`src/rtl/conv_window_reg_if.sv`:
```
// Column-in / window-out handshake bundle for conv_window_reg.
//   master: column producer and window consumer (drives col_*, win_ready)
//   slave : the window register (drives col_ready, win_valid, window_out, fill_cnt)
// Signals:
//   col_valid, col_first, col_in  column stream from the producer
//   col_ready                     block accepts a column this cycle
//   win_valid, window_out         complete K x K window for the MAC stage
//   win_ready                     consumer takes the window this cycle
//   fill_cnt                      columns captured in the current row (saturates at K)
interface conv_window_reg_if #(
  parameter int unsigned PIX_W = 4,
  parameter int unsigned K     = 3
);
  logic                       col_valid;
  logic                       col_first;
  logic [K*PIX_W-1:0]         col_in;
  logic                       col_ready;
  logic                       win_valid;
  logic                       win_ready;
  logic [K*K*PIX_W-1:0]       window_out;
  logic [$clog2(K+1)-1:0]     fill_cnt;

  modport master (
    output col_valid, col_first, col_in, win_ready,
    input  col_ready, win_valid, window_out, fill_cnt
  );

  modport slave (
    input  col_valid, col_first, col_in, win_ready,
    output col_ready, win_valid, window_out, fill_cnt
  );
endinterface

```
`src/rtl/conv_window_reg.sv`:
```
// K x K sliding-window register for the convolver datapath.
// Accepts one K-pixel column per col handshake, shifts it into a K-column window and
// presents the full window to the MAC stage with its own valid/ready handshake.
// Ports:
//   clk    system clock, rising edge
//   n_rst  synchronous active-low reset
//   clear  synchronous flush of window and fill state (drops any presented column)
//   bus    conv_window_reg_if.slave: column in, window out, fill count
// Parameters:
//   PIX_W          bits per pixel
//   K              kernel dimension, 2..8
//   NEWEST_AT_LSB  1: newest column in slice 0; 0: newest column in the top slice
// Build option:
//   CONV_WIN_EDGE_PAD_EN  when defined, a col_first column is replicated into all K slots
//                         and the window is valid on the next cycle.
module conv_window_reg #(
  parameter int unsigned PIX_W         = 4,
  parameter int unsigned K             = 3,
  parameter bit          NEWEST_AT_LSB = 1'b1
) (
  input logic               clk,
  input logic               n_rst,
  input logic               clear,
  conv_window_reg_if.slave  bus
);

  localparam int unsigned CW = K * PIX_W;
  localparam int unsigned WW = K * CW;
  localparam int unsigned FW = $clog2(K + 1);

  logic [WW-1:0] win_q, win_d;
  logic [FW-1:0] fill_q, fill_d;
  logic          valid_q, valid_d;
  logic          col_ready;
  logic          acc;
  logic          cons;
  logic [WW-1:0] shifted;

  // A column may enter in the same cycle the current window leaves.
  assign col_ready = ~clear & (~valid_q | bus.win_ready);
  assign acc       = bus.col_valid & col_ready;
  assign cons      = valid_q & bus.win_ready;

  always_comb begin
    shifted = win_q;
    if (NEWEST_AT_LSB) begin
      shifted = {win_q[WW-CW-1:0], bus.col_in};
    end else begin
      shifted = {bus.col_in, win_q[WW-1:CW]};
    end
  end

  always_comb begin
    win_d   = win_q;
    fill_d  = fill_q;
    valid_d = valid_q;
    if (acc) begin
`ifdef CONV_WIN_EDGE_PAD_EN
      if (bus.col_first) begin
        // Replicate-edge padding: the first column fills every slot.
        win_d  = {K{bus.col_in}};
        fill_d = FW'(K);
      end else begin
        win_d  = shifted;
        fill_d = (fill_q >= FW'(K)) ? FW'(K) : fill_q + FW'(1);
      end
`else
      win_d = shifted;
      if (bus.col_first) begin
        // Stale columns from the previous row stay in the window but do not count.
        fill_d = FW'(1);
      end else begin
        fill_d = (fill_q >= FW'(K)) ? FW'(K) : fill_q + FW'(1);
      end
`endif
      valid_d = (fill_d == FW'(K));
    end else if (cons) begin
      valid_d = 1'b0;
    end
  end

  always_ff @(posedge clk) begin
    if (!n_rst) begin
      win_q   <= '1;
      fill_q  <= '0;
      valid_q <= 1'b0;
    end else if (clear) begin
      win_q   <= '1;
      fill_q  <= '0;
      valid_q <= 1'b0;
    end else begin
      win_q   <= win_d;
      fill_q  <= fill_d;
      valid_q <= valid_d;
    end
  end

  assign bus.col_ready  = col_ready;
  assign bus.win_valid  = valid_q;
  assign bus.window_out = win_q;
  assign bus.fill_cnt   = fill_q;

endmodule

```
`src/flat_wrapper.sv`:
```
// flat-port wrapper written by rule: the top's interface ports become plain ports
module conv_window_reg_flat 
#(
  parameter int unsigned PIX_W         = 4,
  parameter int unsigned K             = 3,
  parameter bit          NEWEST_AT_LSB = 1'b1
)
  (clk, n_rst, clear, bus_col_valid, bus_col_first, bus_col_in, bus_win_ready, bus_col_ready, bus_win_valid, bus_window_out, bus_fill_cnt);
  conv_window_reg_if #(.PIX_W(PIX_W), .K(K)) bus_i ();
  input logic clk;
  input logic n_rst;
  input logic clear;
  input wire logic [$bits(bus_i.col_valid)-1:0] bus_col_valid;
  input wire logic [$bits(bus_i.col_first)-1:0] bus_col_first;
  input wire logic [$bits(bus_i.col_in)-1:0] bus_col_in;
  input wire logic [$bits(bus_i.win_ready)-1:0] bus_win_ready;
  output wire logic [$bits(bus_i.col_ready)-1:0] bus_col_ready;
  output wire logic [$bits(bus_i.win_valid)-1:0] bus_win_valid;
  output wire logic [$bits(bus_i.window_out)-1:0] bus_window_out;
  output wire logic [$bits(bus_i.fill_cnt)-1:0] bus_fill_cnt;
  assign bus_i.col_valid = bus_col_valid;
  assign bus_i.col_first = bus_col_first;
  assign bus_i.col_in = bus_col_in;
  assign bus_i.win_ready = bus_win_ready;
  assign bus_col_ready = bus_i.col_ready;
  assign bus_win_valid = bus_i.win_valid;
  assign bus_window_out = bus_i.window_out;
  assign bus_fill_cnt = bus_i.fill_cnt;
  conv_window_reg #(.PIX_W(PIX_W), .K(K), .NEWEST_AT_LSB(NEWEST_AT_LSB)) u_core (.clk(clk), .n_rst(n_rst), .clear(clear), .bus(bus_i));
endmodule
```
`config.mk`:
```
export PLATFORM = sky130hd
export DESIGN_NAME = conv_window_reg_flat
export DESIGN_NICKNAME = d
export VERILOG_FILES = /design/src/rtl/conv_window_reg_if.sv /design/src/rtl/conv_window_reg.sv /design/src/flat_wrapper.sv
export SDC_FILE = /design/constraint.sdc
export NUM_CORES = 1
export LEC_CHECK = 0
export ABC_AREA = 0
export CAP_MARGIN = 20
export CORE_MARGIN = 2
export CORE_UTILIZATION = 43
export DETAILED_ROUTE_END_ITERATION = 16
export GPL_TIMING_DRIVEN = 0
export PLACE_DENSITY = 0.87
export SLEW_MARGIN = 5
export SYNTH_ARGS = -nofsm -noshare
export SYNTH_HDL_FRONTEND = slang
export SYNTH_SLANG_ARGS = --single-unit
```
`constraint.sdc`:
```
create_clock -name clk -period 1.5 [get_ports clk]
set_clock_uncertainty 0.05 [all_clocks]
set_input_delay 0.3 -clock clk [delete_from_list [all_inputs] [get_ports clk]]
set_output_delay 0.3 -clock clk [all_outputs]
set_load 0.02 [all_outputs]
```
# Yosys cells after proc, flatten, opt, wreduce, memory -nomap -nowiden
# Index checks and enable logic that the tools add are counted.
# Widths: inputs -> output; s select.
[op_classes] mul=0 n_mux=5 n_eq_ne=1 div=0 shift=0 bitwise=7 order_cmp=1 reduce_logical=2 add_sub_neg=1
[op_table] operator="$mux 2" count=3
[op_table] operator="$and 1x1->1" count=3
[op_table] operator="$not 1->1" count=3
[op_table] operator="$add 2x1->2 const B" count=1
[op_table] operator="$eq 2x2->1 const B" count=1
[op_table] operator="$ge 2x2->1 const B" count=1
[op_table] operator="$mux 1" count=2
[op_table] operator="$reduce_bool 2->1" count=1
[op_table] operator="$reduce_or 2->1" count=1
[op_table] operator="$or 1x1->1" count=1
[word_totals] latch_bits=0 n_memories=0 out_inout_bits=40 regBits=39 ramBits=0 word_cells=20 in_bits=18 romBits=0

# Depth between registers and ports, before layout
# Gate-level depths: netlist (run 1).
[depth] depth_word=7 mapped_depth=5 mapped_depth_nobuf=3

# Worst setup path before layout (run 1)
# No wires, ideal clock.
[synth_path] path_kind="register to output" from="reg u_core.valid_q (netlist: u_core.bus.win_valid)" to="out bus_col_ready" required_time_ps=1150 path_stages_with_launch=4 t_arrival_ps=1008 slack_ps=142 n_path_buf=1 path_cell_list="dfxtp_1 > nor2b_2 > buf_4 > nor2_1"
[synth_between] elab_chain_len=3
[synth_rtl] item="from (decl)" line_no="conv_window_reg.sv:33" rtl="logic valid_q, valid_d;"
[synth_rtl] item="from (signal assigned)" line_no="conv_window_reg.sv:94" rtl="valid_q <= valid_d;"
[synth_rtl] item="$not 1->1" line_no="conv_window_reg.sv:40" rtl="assign col_ready = ~clear & (~valid_q | bus.win_ready);"
[synth_rtl] item="$or 1x1->1" line_no="conv_window_reg.sv:40"
[synth_rtl] item="$and 1x1->1" line_no="conv_window_reg.sv:40"
[synth_rtl] item="to (decl)" line_no="flat_wrapper.sv:17" rtl="output wire logic [$bits(bus_i.col_ready)-1:0] bus_col_ready;"
# No other way between the ends.

# Worst setup path in the final report (run 1)
# Same ends and word-level chain as after synthesis.

==> summary.md, run 1 <==
| Metric | Value |
|---|---|
| RD Place Congestion | `0.824` |
| Critical Path End | `bus_col_ready` |
| CTS max path bufs | `2` |
| Number of distinct library cells after synthesis | `18` |
| TritonCTS sink count | `39` |
| Diodes inserted | `0` |
| Flop and latch count out of synthesis | `39` |
| P_sw | `0.511 mW` |
| Most common cell after layout, fill and taps aside | `nand3_1` |
| GRT overflow | `0` |
| P per Cell Area | `899 mW/mm²` |
| Most repeated library cell on the critical path | `buf_6` |
| Compound-Gate Fraction of Synth Area | `0.139` |
| Proportion of synthesized area in mux cells | `0` |
| Die outline area | `about 0.0041 mm²` |
| Fraction of the cycle the final worst path needs | `1.01` |
| Worst path setup slack after routing | `-0.00792 ns` |
| Flop pwr share | `0.547` |
| Crit path max-delay family | `flip-flops` |
| Number of antenna violations at the first check in global routing | `0` |
| Max rail drop VDD | `0.581 mV` |
| Post-layout min period | `between 1.5 and 2 ns` |
| R2r endpoint | `u_core.bus.window_out[30]` |
| Upper clock frequency limit | `663 MHz` |
| Die outline height | `63.9 µm` |
| Critical Path RT | `1.15 ns` |
| Top library cells by usage in the layout, fill and taps aside | `72 x nand3_1, 40 x dlygate4sd2_1, 38 x dfxtp_1` |
| Adder-cell area share of the yosys netlist | `0` |
| Critical Path Slowest Stage Cell | `dfxtp_2` |
| Final setup TNS | `-0.00792 ns` |
| Drt wl/cell | `13.9 µm` |
| Count of boundary I/O pins | `58` |
| Via count of the first global-routing pass | `1483` |
| Cell Count Post-Placement | `285` |
| Remaining DRCs | `0` |
| Std-Cell Rows | `21` |
| FF-to-FF setup slack | `0.14 ns` |
| Design internal power | `1.48 mW` |
| Placed wire-length estimate after detailed placement | `2880 µm` |
| Worst hold path type | `flip-flop to flip-flop` |
| RSZ-0062 raised after global routing | `true` |
| Clock transition at the registers of the reported paths | `0.11 ns` |
| Fraction of final layout cells sized beyond drive strength 1 | `0.117` |
| Launch point of the critical path | `u_core.bus.win_valid` |
| Crit path buffers/inverters | `2` |
| H-tree level count | `2` |
| Critical path class | `flip-flop to output port` |
| Post-Synthesis Mean Instance Area | `around 8.5 µm²` |
| Area of the core | `0.00339 mm²` |
| CP Max Fanout | `3` |
| Final setup violation count | `1` |
| Number of cells on the worst reg-to-reg path | `6` |
| Net Count, Synth | `200` |
| Pin count of the biggest net entering global routing | `12` |
| Wire length of the first global-routing pass | `6840 µm` |
| First drt pass iteration count | `4` |
| Detailed-route via count | `1594` |
| All-layer global routing usage | `0.213` |
| Endpoints failing hold | `0` |
| Worst EP arrival | `approximately 1.2 ns` |
| Static Leakage | `0.817 nW` |
| Clock network fraction of total power | `0.308` |
| Actual slew at the worst max-slew pin | `between 0.4 and 0.5 ns` |
| Combinational fraction of design power | `0.145` |
| Category of the worst setup path capture point | `output port` |
| Initial Util | `0.456` |
| Largest incremental delay on the critical path | `approximately 0.35 ns` |
| Combinational family with the most area after synthesis | `simple AND/OR/NAND/NOR gates` |
| Cell area after technology mapping | `~0.0015 mm²` |
| XOR/XNOR share of the synthesized area | `0` |
| Cell-by-cell listing of the critical path | `nor2b_4, buf_6, nor2_4, buf_6` |
| Number of antenna-violating nets in the routed design | `0` |
| CTS tree | `built` |
| Avg Vias per Cell | `5.44` |
| Wirelength, routed | `4070 µm` |
| Clk_lat worst skew | `0.35 ns` |
| Synthesized-area fraction occupied by and/or/nand/nor cells | `0.270` |
| Slew headroom | `0.688` |
| Number of maximum-capacitance violations | `0` |
| Outcome | `finished, violations left` |
| Violated checks | `setup timing` |
| Clock tree root driver cell | `clkbuf_4` |
| # nets final | `264` |
| Die width | `~64 µm` |
| Switching fraction of total power | `0.257` |
| Total CTS buffers | `5` |
| R2r startpoint | `u_core.bus.win_valid` |
| Buffers on Ports | `57` |
| Number of warnings issued by yosys | `0` |
| Gate count of the mapped netlist | `around 180` |
| First DRT Iteration DRCs | `160` |
| Area growth from synthesis to layout | `43.4%` |
| Non-filler instance count after layout | `293` |
| Total stage count of the critical path | `4` |
| Final number of max-transition violations | `0` |
| Category of the worst setup path launch point | `flip-flop` |
| Sequential area share after synthesis | `0.506` |
## repair_timing
action	CTS	global route
endpoints found under the hold margin	0	0
setup buffers	0	1
hold buffers	0	0
resized for setup	51	0
pin swaps	0	0
endpoints found under the setup margin	40	11
## cells in the mapped netlist
| master | number | area share |
|---|---|---|
| nand3_1 | 72 | 0.23 |
| dfxtp_1 | 39 | 0.51 |
| o21ai_1 | 30 | 0.097 |
| buf_2 | 7 | 0.023 |
| buf_4 | 6 | 0.029 |
| o21ai_0 | 6 | 0.019 |
| clkbuf_1 | 4 | 0.0097 |
| buf_6 | 3 | 0.022 |
| nand2b_1 | 3 | 0.012 |
| a31oi_1 | 2 | 0.0081 |
| nor2_1 | 2 | 0.0049 |
| nor2b_2 | 2 | 0.011 |
| a211oi_1 | 1 | 0.0049 |
| a21oi_1 | 1 | 0.0032 |
| a311oi_1 | 1 | 0.0057 |
| inv_1 | 1 | 0.0024 |
| nor2b_1 | 1 | 0.0041 |
| nor4_1 | 1 | 0.0041 |
## stage by stage
step                hold slack, ns  setup WS [ns]  area [µm²]  total power [mW]   util
global route                 0.468        -0.0544        2210              2.08  0.653
global placement             0.412         -0.618        2170              1.42  0.641
finish                       0.437       -0.00792        2210              1.99  0.653
detailed placement           0.414         -0.637        2170              1.42  0.641
floorplan                    0.359          0.142        1540              1.28      -
CTS                          0.435        -0.0494        2210              1.99  0.652
## cell families after synthesis
logic type             Yosys count
AOI/OAI and AO/OA               41
buffers and inverters           21
DFF                             39
and+or+nand+nor                 81
## worst min path at each step
stage / cells after the start / startpoint / to / slack, ns
final: 2 / u_core.bus.window_out[24] / u_core.bus.window_out[24] / 0.44
after global routing: 1 / u_core.bus.fill_cnt[0] / u_core.bus.fill_cnt[0] / 0.47
after CTS: 2 / u_core.bus.window_out[35] / u_core.bus.window_out[35] / 0.44
after detailed placement: 2 / u_core.bus.window_out[35] / u_core.bus.window_out[35] / 0.41
after global placement: 2 / u_core.bus.window_out[25] / u_core.bus.window_out[25] / 0.41
after floorplan: 1 / bus_col_first / u_core.bus.fill_cnt[1] / 0.36
## worst min-delay path: cells and delay by family (launching register included)
family	cells	cell delay, ns
flip-flops	1	0.34
AO/OA/AOI/OAI	1	0.06
AND/OR/NAND/NOR	1	0.06
## final cells by class
cell class / instances / area, µm²
plain buffers: 19 / 129
clock buffers: 8 / 68.8
fillers: 300 / 1180
inverters: 1 / 3.75
multi-input cells: 122 / 643
flip-flops and latches: 39 / 782
well taps: 46 / 57.6
repair buffers: 58 / 529
## power by group through the flow
stage | Sequential (mW) | Combinational [mW] | Clock [mW]
2_1_floorplan | 1.15 | 0.132 | 0
3_5_place_dp | 1.11 | 0.309 | 0
5_1_grt | 1.09 | 0.316 | 0.670
3_3_place_gp | 1.11 | 0.303 | 0
4_1_cts | 1.09 | 0.291 | 0.613
6_report | 1.09 | 0.289 | 0.612
## layer usage
| metal | global-route usage | share of wire | vias to the layer above |
|---|---|---|---|
| met4 | 0.0679 | 0.013 | 0 |
| met2 | 0.366 | 0.48 | 63 |
| met1 | 0.253 | 0.44 | 743 |
| met5 | 0 | 0 | - |
| met3 | 0.0651 | 0.069 | 5 |
| li1 | - | - | 783 |
## state kept, by name (all words and copies together), names as in the netlist
signal                 cells
u_core.bus.win_valid       1
u_core.bus.window_out     36
u_core.bus.fill_cnt        2
Power figures use the tool's default switching activity.
==> run 2, diff against run 1 <==
GPL_ROUTABILITY_DRIVEN = 0   (was default)
==> results of run 2 <==
Final layout, timing and power as in run 1 (identical DEF).
